[src/rtl/io_bus_ctrl_pkg.sv]
// Shared definitions for the peripheral IO bus controller: bus widths, state
// encodings and the value returned when a read is abandoned.
package io_bus_ctrl_pkg;

    localparam int IO_ADDR_W = 8;
    localparam int IO_DATA_W = 16;

    localparam logic [1:0] IO_ST_IDLE = 2'd0;
    localparam logic [1:0] IO_ST_WR   = 2'd1;
    localparam logic [1:0] IO_ST_RD   = 2'd2;
    localparam logic [1:0] IO_ST_DONE = 2'd3;

    localparam logic [IO_DATA_W-1:0] IO_BUS_FLOAT = 16'hFFFF;

    typedef enum logic [1:0] {
        ST_IDLE = IO_ST_IDLE,
        ST_WR   = IO_ST_WR,
        ST_RD   = IO_ST_RD,
        ST_DONE = IO_ST_DONE
    } io_state_t;

    function automatic logic is_strobe_state(input io_state_t s);
        return (s == ST_WR) || (s == ST_RD);
    endfunction

endpackage

[src/rtl/io_timeout_ctr.sv]
// Cycle counter that flags when a bus transaction has waited too long for an ack.
// Only built when IO_TIMEOUT_EN is defined.
`ifdef IO_TIMEOUT_EN
module io_timeout_ctr #(
    parameter int TIMEOUT_CYCLES = 64,
    parameter int TO_W           = 7
) (
    input  logic clk,
    input  logic rst,
    input  logic clear,
    input  logic enable,
    output logic terminal
);

    logic [TO_W-1:0] count;

    always_ff @(posedge clk) begin
        if (rst || clear) begin
            count <= '0;
        end else if (enable && !terminal) begin
            count <= count + 1'b1;
        end
    end

    assign terminal = (count == TO_W'(TIMEOUT_CYCLES - 1));

endmodule
`endif

[src/rtl/io_bus_ctrl.sv]
// Converts single-cycle CPU IO requests into a stalled strobe/ack handshake on
// the peripheral bus. Define IO_TIMEOUT_EN to abort transactions the device never acks.
module io_bus_ctrl
    import io_bus_ctrl_pkg::*;
#(
    parameter int TIMEOUT_CYCLES = 64,
    parameter int TO_W           = 7
) (
    input  logic                 clk,
    input  logic                 rst,
    input  logic [IO_ADDR_W-1:0] io_addr,
    input  logic [IO_DATA_W-1:0] io_data,
    input  logic                 io_wr_req,
    input  logic                 io_rd_req,
    output logic                 cpu_stall,
    output logic [IO_DATA_W-1:0] io_rd_data,
    output logic                 io_rd_valid,
    output logic                 io_err,
    input  logic                 err_clr,
    output logic [IO_ADDR_W-1:0] dev_addr,
    output logic [IO_DATA_W-1:0] dev_wdata,
    output logic                 dev_we,
    output logic                 dev_re,
    input  logic [IO_DATA_W-1:0] dev_rdata,
    input  logic                 dev_ack
);

    io_state_t state;
    logic      to_terminal;
    logic      timeout_abort;

`ifdef IO_TIMEOUT_EN
    io_timeout_ctr #(
        .TIMEOUT_CYCLES(TIMEOUT_CYCLES),
        .TO_W          (TO_W)
    ) u_timeout (
        .clk     (clk),
        .rst     (rst),
        .clear   (!is_strobe_state(state)),
        .enable  (is_strobe_state(state) && !dev_ack),
        .terminal(to_terminal)
    );

    // A late ack on the terminal cycle still counts as a real completion.
    assign timeout_abort = is_strobe_state(state) && !dev_ack && to_terminal;

    always_ff @(posedge clk) begin
        if (rst) begin
            io_err <= 1'b0;
        end else if (timeout_abort) begin
            io_err <= 1'b1;
        end else if (err_clr) begin
            io_err <= 1'b0;
        end
    end
`else
    localparam int unused_to_cfg = TIMEOUT_CYCLES + TO_W;
    logic unused_err_clr;

    assign unused_err_clr = err_clr;
    assign to_terminal    = 1'b0;
    assign timeout_abort  = 1'b0;
    assign io_err         = 1'b0;
`endif

    assign cpu_stall = (state != ST_IDLE);

    // Handshake FSM; every bus-side output is registered alongside the state.
    always_ff @(posedge clk) begin
        if (rst) begin
            state       <= ST_IDLE;
            dev_addr    <= '0;
            dev_wdata   <= '0;
            dev_we      <= 1'b0;
            dev_re      <= 1'b0;
            io_rd_data  <= '0;
            io_rd_valid <= 1'b0;
        end else begin
            io_rd_valid <= 1'b0;
            case (state)
                ST_IDLE: begin
                    if (io_wr_req) begin
                        dev_addr  <= io_addr;
                        dev_wdata <= io_data;
                        dev_we    <= 1'b1;
                        state     <= ST_WR;
                    end else if (io_rd_req) begin
                        dev_addr <= io_addr;
                        dev_re   <= 1'b1;
                        state    <= ST_RD;
                    end
                end
                ST_WR: begin
                    if (dev_ack || timeout_abort) begin
                        dev_we <= 1'b0;
                        state  <= ST_DONE;
                    end
                end
                ST_RD: begin
                    if (dev_ack) begin
                        io_rd_data  <= dev_rdata;
                        io_rd_valid <= 1'b1;
                        dev_re      <= 1'b0;
                        state       <= ST_DONE;
                    end else if (timeout_abort) begin
                        io_rd_data  <= IO_BUS_FLOAT;
                        io_rd_valid <= 1'b1;
                        dev_re      <= 1'b0;
                        state       <= ST_DONE;
                    end
                end
                ST_DONE: begin
                    state <= ST_IDLE;
                end
                default: begin
                    state  <= ST_IDLE;
                    dev_we <= 1'b0;
                    dev_re <= 1'b0;
                end
            endcase
        end
    end

endmodule

[config.mk]
export PLATFORM = sky130hd
export DESIGN_NAME = io_bus_ctrl
export DESIGN_NICKNAME = d
export VERILOG_FILES = /design/src/rtl/io_bus_ctrl_pkg.sv /design/src/rtl/io_timeout_ctr.sv /design/src/rtl/io_bus_ctrl.sv
export SDC_FILE = /design/constraint.sdc
export NUM_CORES = 1
export LEC_CHECK = 0
export BUFFER_PORTS_ARGS = -buffer_cell sky130_fd_sc_hd__buf_2
export CORE_ASPECT_RATIO = 1.75
export CORE_MARGIN = 1
export CORE_UTILIZATION = 40
export DETAILED_ROUTE_END_ITERATION = 8
export MAX_ROUTING_LAYER = met4
export PLACE_DENSITY_LB_ADDON = 0.1
export SLEW_MARGIN = 0
export SYNTH_ARGS = -nofsm -noshare
export SYNTH_HDL_FRONTEND = slang
export SYNTH_SLANG_ARGS = --single-unit
[constraint.sdc]
create_clock -name clk -period 1.5 [get_ports clk]
set_clock_uncertainty 0.1 [all_clocks]
set_input_delay 0.075 -clock clk [delete_from_list [all_inputs] [get_ports clk]]
set_output_delay 0.075 -clock clk [all_outputs]
set_load 0.005 [all_outputs]
## After elaboration in Yosys (flattened, before gate mapping)

Cells that the tools add are included.

| word-level totals | value |
|---|---|
| register bits after elaboration | 45 |
| bits of input ports | 46 |
| word-level logic and storage cells | 44 |

| cells by class | value |
|---|---|
| equal/unequal tests | 10 |
| mux-type cells | 13 |
| bitwise gates (word level) | 1 |
| reductions and logical operators | 13 |

Operator list:

| kind | count |
|---|---|
| $mux 8 | 2 |
| $ne 2x2->1 const B | 5 |
| $reduce_and 2->1 | 4 |
| $reduce_bool 2->1 | 4 |
| $mux 2 | 3 |
| $pmux 2 s3 | 1 |
| $mux 1 | 5 |
| $eq 2x2->1 const B | 2 |
| $pmux 1 s2 | 2 |
| $reduce_and 4->1 | 1 |
| $reduce_or 2->1 | 2 |
| $ne 3x3->1 const B | 1 |
| $reduce_and 3->1 | 1 |
| $eq 2x1->1 const B | 1 |
| $logic_not 2->1 | 1 |
| $ne 2x1->1 const B | 1 |
| $not 1->1 | 1 |

## Depth between registers and ports, before layout

| logic depth | value |
|---|---|
| depth after elaboration | 4 |
| mapped depth | 7 |
| gate-level depth less buffers | 5 |

## Least setup slack after synthesis

Ideal clock, no wire load.

| timing path | value |
|---|---|
| path kind | register to register |
| start | register state[0] |
| end | register state[0] |
| arrival time | 1.354 ns |
| setup slack | -0.041 ns |
| stages on the path, launching flop included | 6 |
| path buffers | 0 |
| cell sequence | dfxtp_1 inv_1 ha_1 nor3b_1 or4_1 o31ai_1 |

| on the way | value |
|---|---|
| word-level cells in the longest chain between the ends | 4 |

Ends and longest elaborated chain:

| item | line | text |
|---|---|---|
| from (decl) | io_bus_ctrl.sv:28 | `io_state_t state;` |
| from (signal assigned) | io_bus_ctrl.sv:71 | `state <= ST_IDLE;` |
| from (signal assigned) | io_bus_ctrl.sv:86 | `state <= ST_WR;` |
| from (signal assigned) | io_bus_ctrl.sv:90 | `state <= ST_RD;` |
| $eq 2x2->1 / $eq 2x1->1 (equally long branches) | io_bus_ctrl.sv:80 | `case (state)` |
| $reduce_or 2->1 (no source line) | n/a |  |
| $ne 2x1->1 (no source line) | n/a |  |
| $reduce_and 2->1 (no source line) | n/a |  |

Parallel ways exist; a longest one is shown, timed or not.
A chain may end at the register's enable or synchronous reset.

## Worst setup path in the final report

Same ends and word-level chain as after synthesis.

==> impl_metrics.tcl <==
set metrics [dict create \
    run_status "completed" \
    wl_mm 4.63 \
    grt_remaining_overflow 0 \
    globalRouteTotalUtil 0.225 \
    avg_wl_per_cell_um 11.8 \
    timing.final.setup_violations 0 \
    tritoncts_clock_tree "done" \
    rrSetupSlack_ns 0.04 \
    synthesis.area_per_instance_um2 8.35 \
    cts_htree_levels 2 \
    kind_of_start_point_of_the_critical_path "flip-flop" \
    power_share_of_the_sequential_group 0.397 \
    placement.setup.worst_slack_ns -0.0291 \
    detail_route.first_pass.iterations 4 \
    drt_drc_violations_left 0 \
    compound_cell_area_share_of_the_yosys_netlist 0.130 \
    worstSetupPathType "reg2reg" \
    area_growth_pct 65.0 \
    timing.hold.worst.class "in2reg" \
    netlist_instances 204 \
    grt_start_max_net_pins 20 \
    largest_family_of_logic_cells_by_synthesized_area "simple AND/OR/NAND/NOR gates" \
    crit_required_ns 1.61 \
    die_height_um 88.3 \
    layout_common_cells "sky130_fd_sc_hd__buf_2, sky130_fd_sc_hd__nand2_1, sky130_fd_sc_hd__dfxtp_1, sky130_fd_sc_hd__dlygate4sd3_1, sky130_fd_sc_hd__a21oi_1" \
    synth_seq_cells 45 \
    yosysSeqAreaShare 0.529 \
    fmaxAchievable_mhz 685 \
    final_setup_margin_ns 0.0404 \
    detailedRoute.firstIterationViolations 42 \
    antenna-diode-count 0 \
    chipWidth_um 51.3 \
    fillCellCount 359 \
    residual_antenna_violating_net_count_after_detailed_routing 0 \
    power-per-cell-area_mw_per_mm2 1400 \
    vias_after_detailed_routing 1805 \
    dp.final_hpwl_mm 2.99 \
    final_net_count 392 \
    cts_num_sinks 45 \
    synth-adder-area-share 0.0294 \
    slowest_delay_ns 0.50 \
    synthesis.area_mm2 0.00170 \
    die-area_mm2 0.00453 \
    period_share 0.973 \
    path_cells "inv_4 > ha_4 > nor3b_1 > or4_1 > o31ai_1" \
    final_hold_viol_count 0 \
    grt_first_pass_wirelength_mm 7.42 \
    slew_viol_final 0 \
    routabilityCongestion 0.785 \
    placementRows 31 \
    placeable_core_region_mm2 0.00411 \
    synth_fp_nets 254 \
    post_route_cells_drive_above_1_share 0.350 \
    max_cap_viol_count 0 \
    yosys.area_share.xor_xnor 0 \
    grt_pass1_vias 1765 \
    worst_ir_drop_vdd_uv 965 \
    swShare 0.326 \
    cts_inserted_buffers 5 \
    crit_fanout 4 \
    layout_min_cycle_time_ns 1.46 \
    vias_per_cell 4.60 \
    rsz_0062_raised_after_global_routing "yes" \
    leakage_nw 1.34 \
    synth_warnings 0 \
    synthDistinctLibCells 25 \
    post-route-cell-area_mm2 0.00281 \
    initial_standard_cell_utilization_of_the_core 0.414 \
    internal-power_w 0.00266 \
    placed_cell_areas_mm2 0.00226 \
    timing.critical_path.arrival_ns 1.57 \
    io_pins 91 \
    root_buffer "sky130_fd_sc_hd__clkbuf_8" \
    p_sw_w 0.00128 \
    synth-simple-area-share 0.209 \
    setup.worst_path.end_class "flip-flop" \
    worst_path_max_delay_cell "sky130_fd_sc_hd__or4_1" \
    synthMuxAreaShare 0.0529 \
    clock_power_share 0.202 \
    clk_latency_ns 0.30 \
    final_common_cell "sky130_fd_sc_hd__buf_2" \
    clkTransAtPathRegs_ns 0.08 \
    port_buffers 88 \
    cts-root-to-sink-buffers 2 \
    antenna_found_initial 0 \
    p_comb_frac 0.401 \
]
==> registers in the layout, summed over array words and instances, names as in the netlist <==
register     count
dev_re           1
dev_we           1
state            2
io_rd_data      16
dev_wdata       16
io_rd_valid      1
dev_addr         8
==> final cells by class <==
cell class / instances / area, um^2 / area share
Inverter: 4 / 17.5 / 0.00624
Clock buffer: 6 / 82.6 / 0.0294
Multi-Input combinational cell: 142 / 754 / 0.269
Sequential cell: 45 / 903 / 0.322
Clock inverter: 2 / 13.8 / 0.00490
Tap cell: 49 / 61.3 / 0.0218
Timing Repair Buffer: 144 / 976 / 0.347
==> metal layers <==
metal | track usage | vias up | share of wire
met2 | 0.429 | 63 | 0.55
met4 | 0.101 | 0 | 0.014
met3 | 0.0447 | 5 | 0.052
li1 | - | 936 | -
met5 | - | - | 0
met1 | 0.210 | 801 | 0.38
==> cells by family (layout without fill, tap and decap cells) <==
family / Yosys count / in the layout
compound gates: 41 / 41
fa+ha+maj: 4 / 4
buf+inv: 17 / 156
flops: 45 / 45
mux: 9 / 9
other cells: 1 / 1
simple gates: 87 / 87
==> stage by stage <==
stage | utilization | instances | TNS [ns] | total power (W) | hold WS (ns)
after global routing | 0.683 | 392 | -0.00137 | 0.00423 | 0.0323
after detailed placement | 0.550 | 341 | -0.0481 | 0.00299 | 0.216
final | 0.683 | 392 | 0 | 0.00394 | 0.0210
after floorplan | - | 204 | 0 | 0.00238 | 0.111
after CTS | 0.678 | 391 | 0 | 0.00392 | 0.0245
after global placement | 0.550 | 341 | -0.0234 | 0.00297 | 0.203
==> worst paths after layout <==
kind / from / end / cells past startpoint
hold / removal: rst / dev_wdata[7]$_SDFFE_PP0P_ / 2
setup reg to reg: state[0]$_SDFFE_PP0P_ / state[0]$_SDFFE_PP0P_ / 5
hold reg to reg: dev_wdata[7]$_SDFFE_PP0P_ / dev_wdata[7]$_SDFFE_PP0P_ / 2
setup / recovery: state[0]$_SDFFE_PP0P_ / state[0]$_SDFFE_PP0P_ / 5
==> worst max-delay path, delay by kind of cell, from the launching register on <==
kind                     cells  cell delay [ns]
AO/OA/AOI/OAI                1             0.07
flip-flops                   1             0.36
AND/OR/NAND/NOR              2             0.64
buffers and inverters        1             0.05
adder cells (fa/ha/maj)      1             0.15
==> Yosys cell counts, drive strengths merged <==
master	n	area, um^2
mux2i	9	90.1
dfxtp	45	901
conb	1	3.75
o21ai	3	18.8
a2111oi	1	8.76
nor2	10	37.5
ha	4	50.1
nand2b	1	6.26
o41ai	1	8.76
inv	4	15.0
buf	8	46.3
nor2b	3	18.8
nand2	67	251
o31ai	2	15.0
a21oi	34	170
or4	1	7.51
nor3b	1	7.51
and2	2	12.5
and3	1	6.26
clkbuf	5	18.8
nand4b	1	8.76
==> power by group through the flow <==
stage	sequential (W)	combinational (W)	clock, W
finish	0.00156	0.00158	0.000797
global route	0.00159	0.00178	0.000862
global placement	0.00157	0.00140	0
detailed placement	0.00158	0.00141	0
floorplan	0.00161	0.000776	0
CTS	0.00156	0.00155	0.000818
==> repair_timing <==
action	in CTS	in global routing
pin swaps	0	2
hold buffers	41	0
buffers inserted	1	1
resized for setup	2	6
endpoints found under the hold margin	41	0
setup endpoints to repair	18	12
No activity file was read; power rests on OpenSTA's default activity.
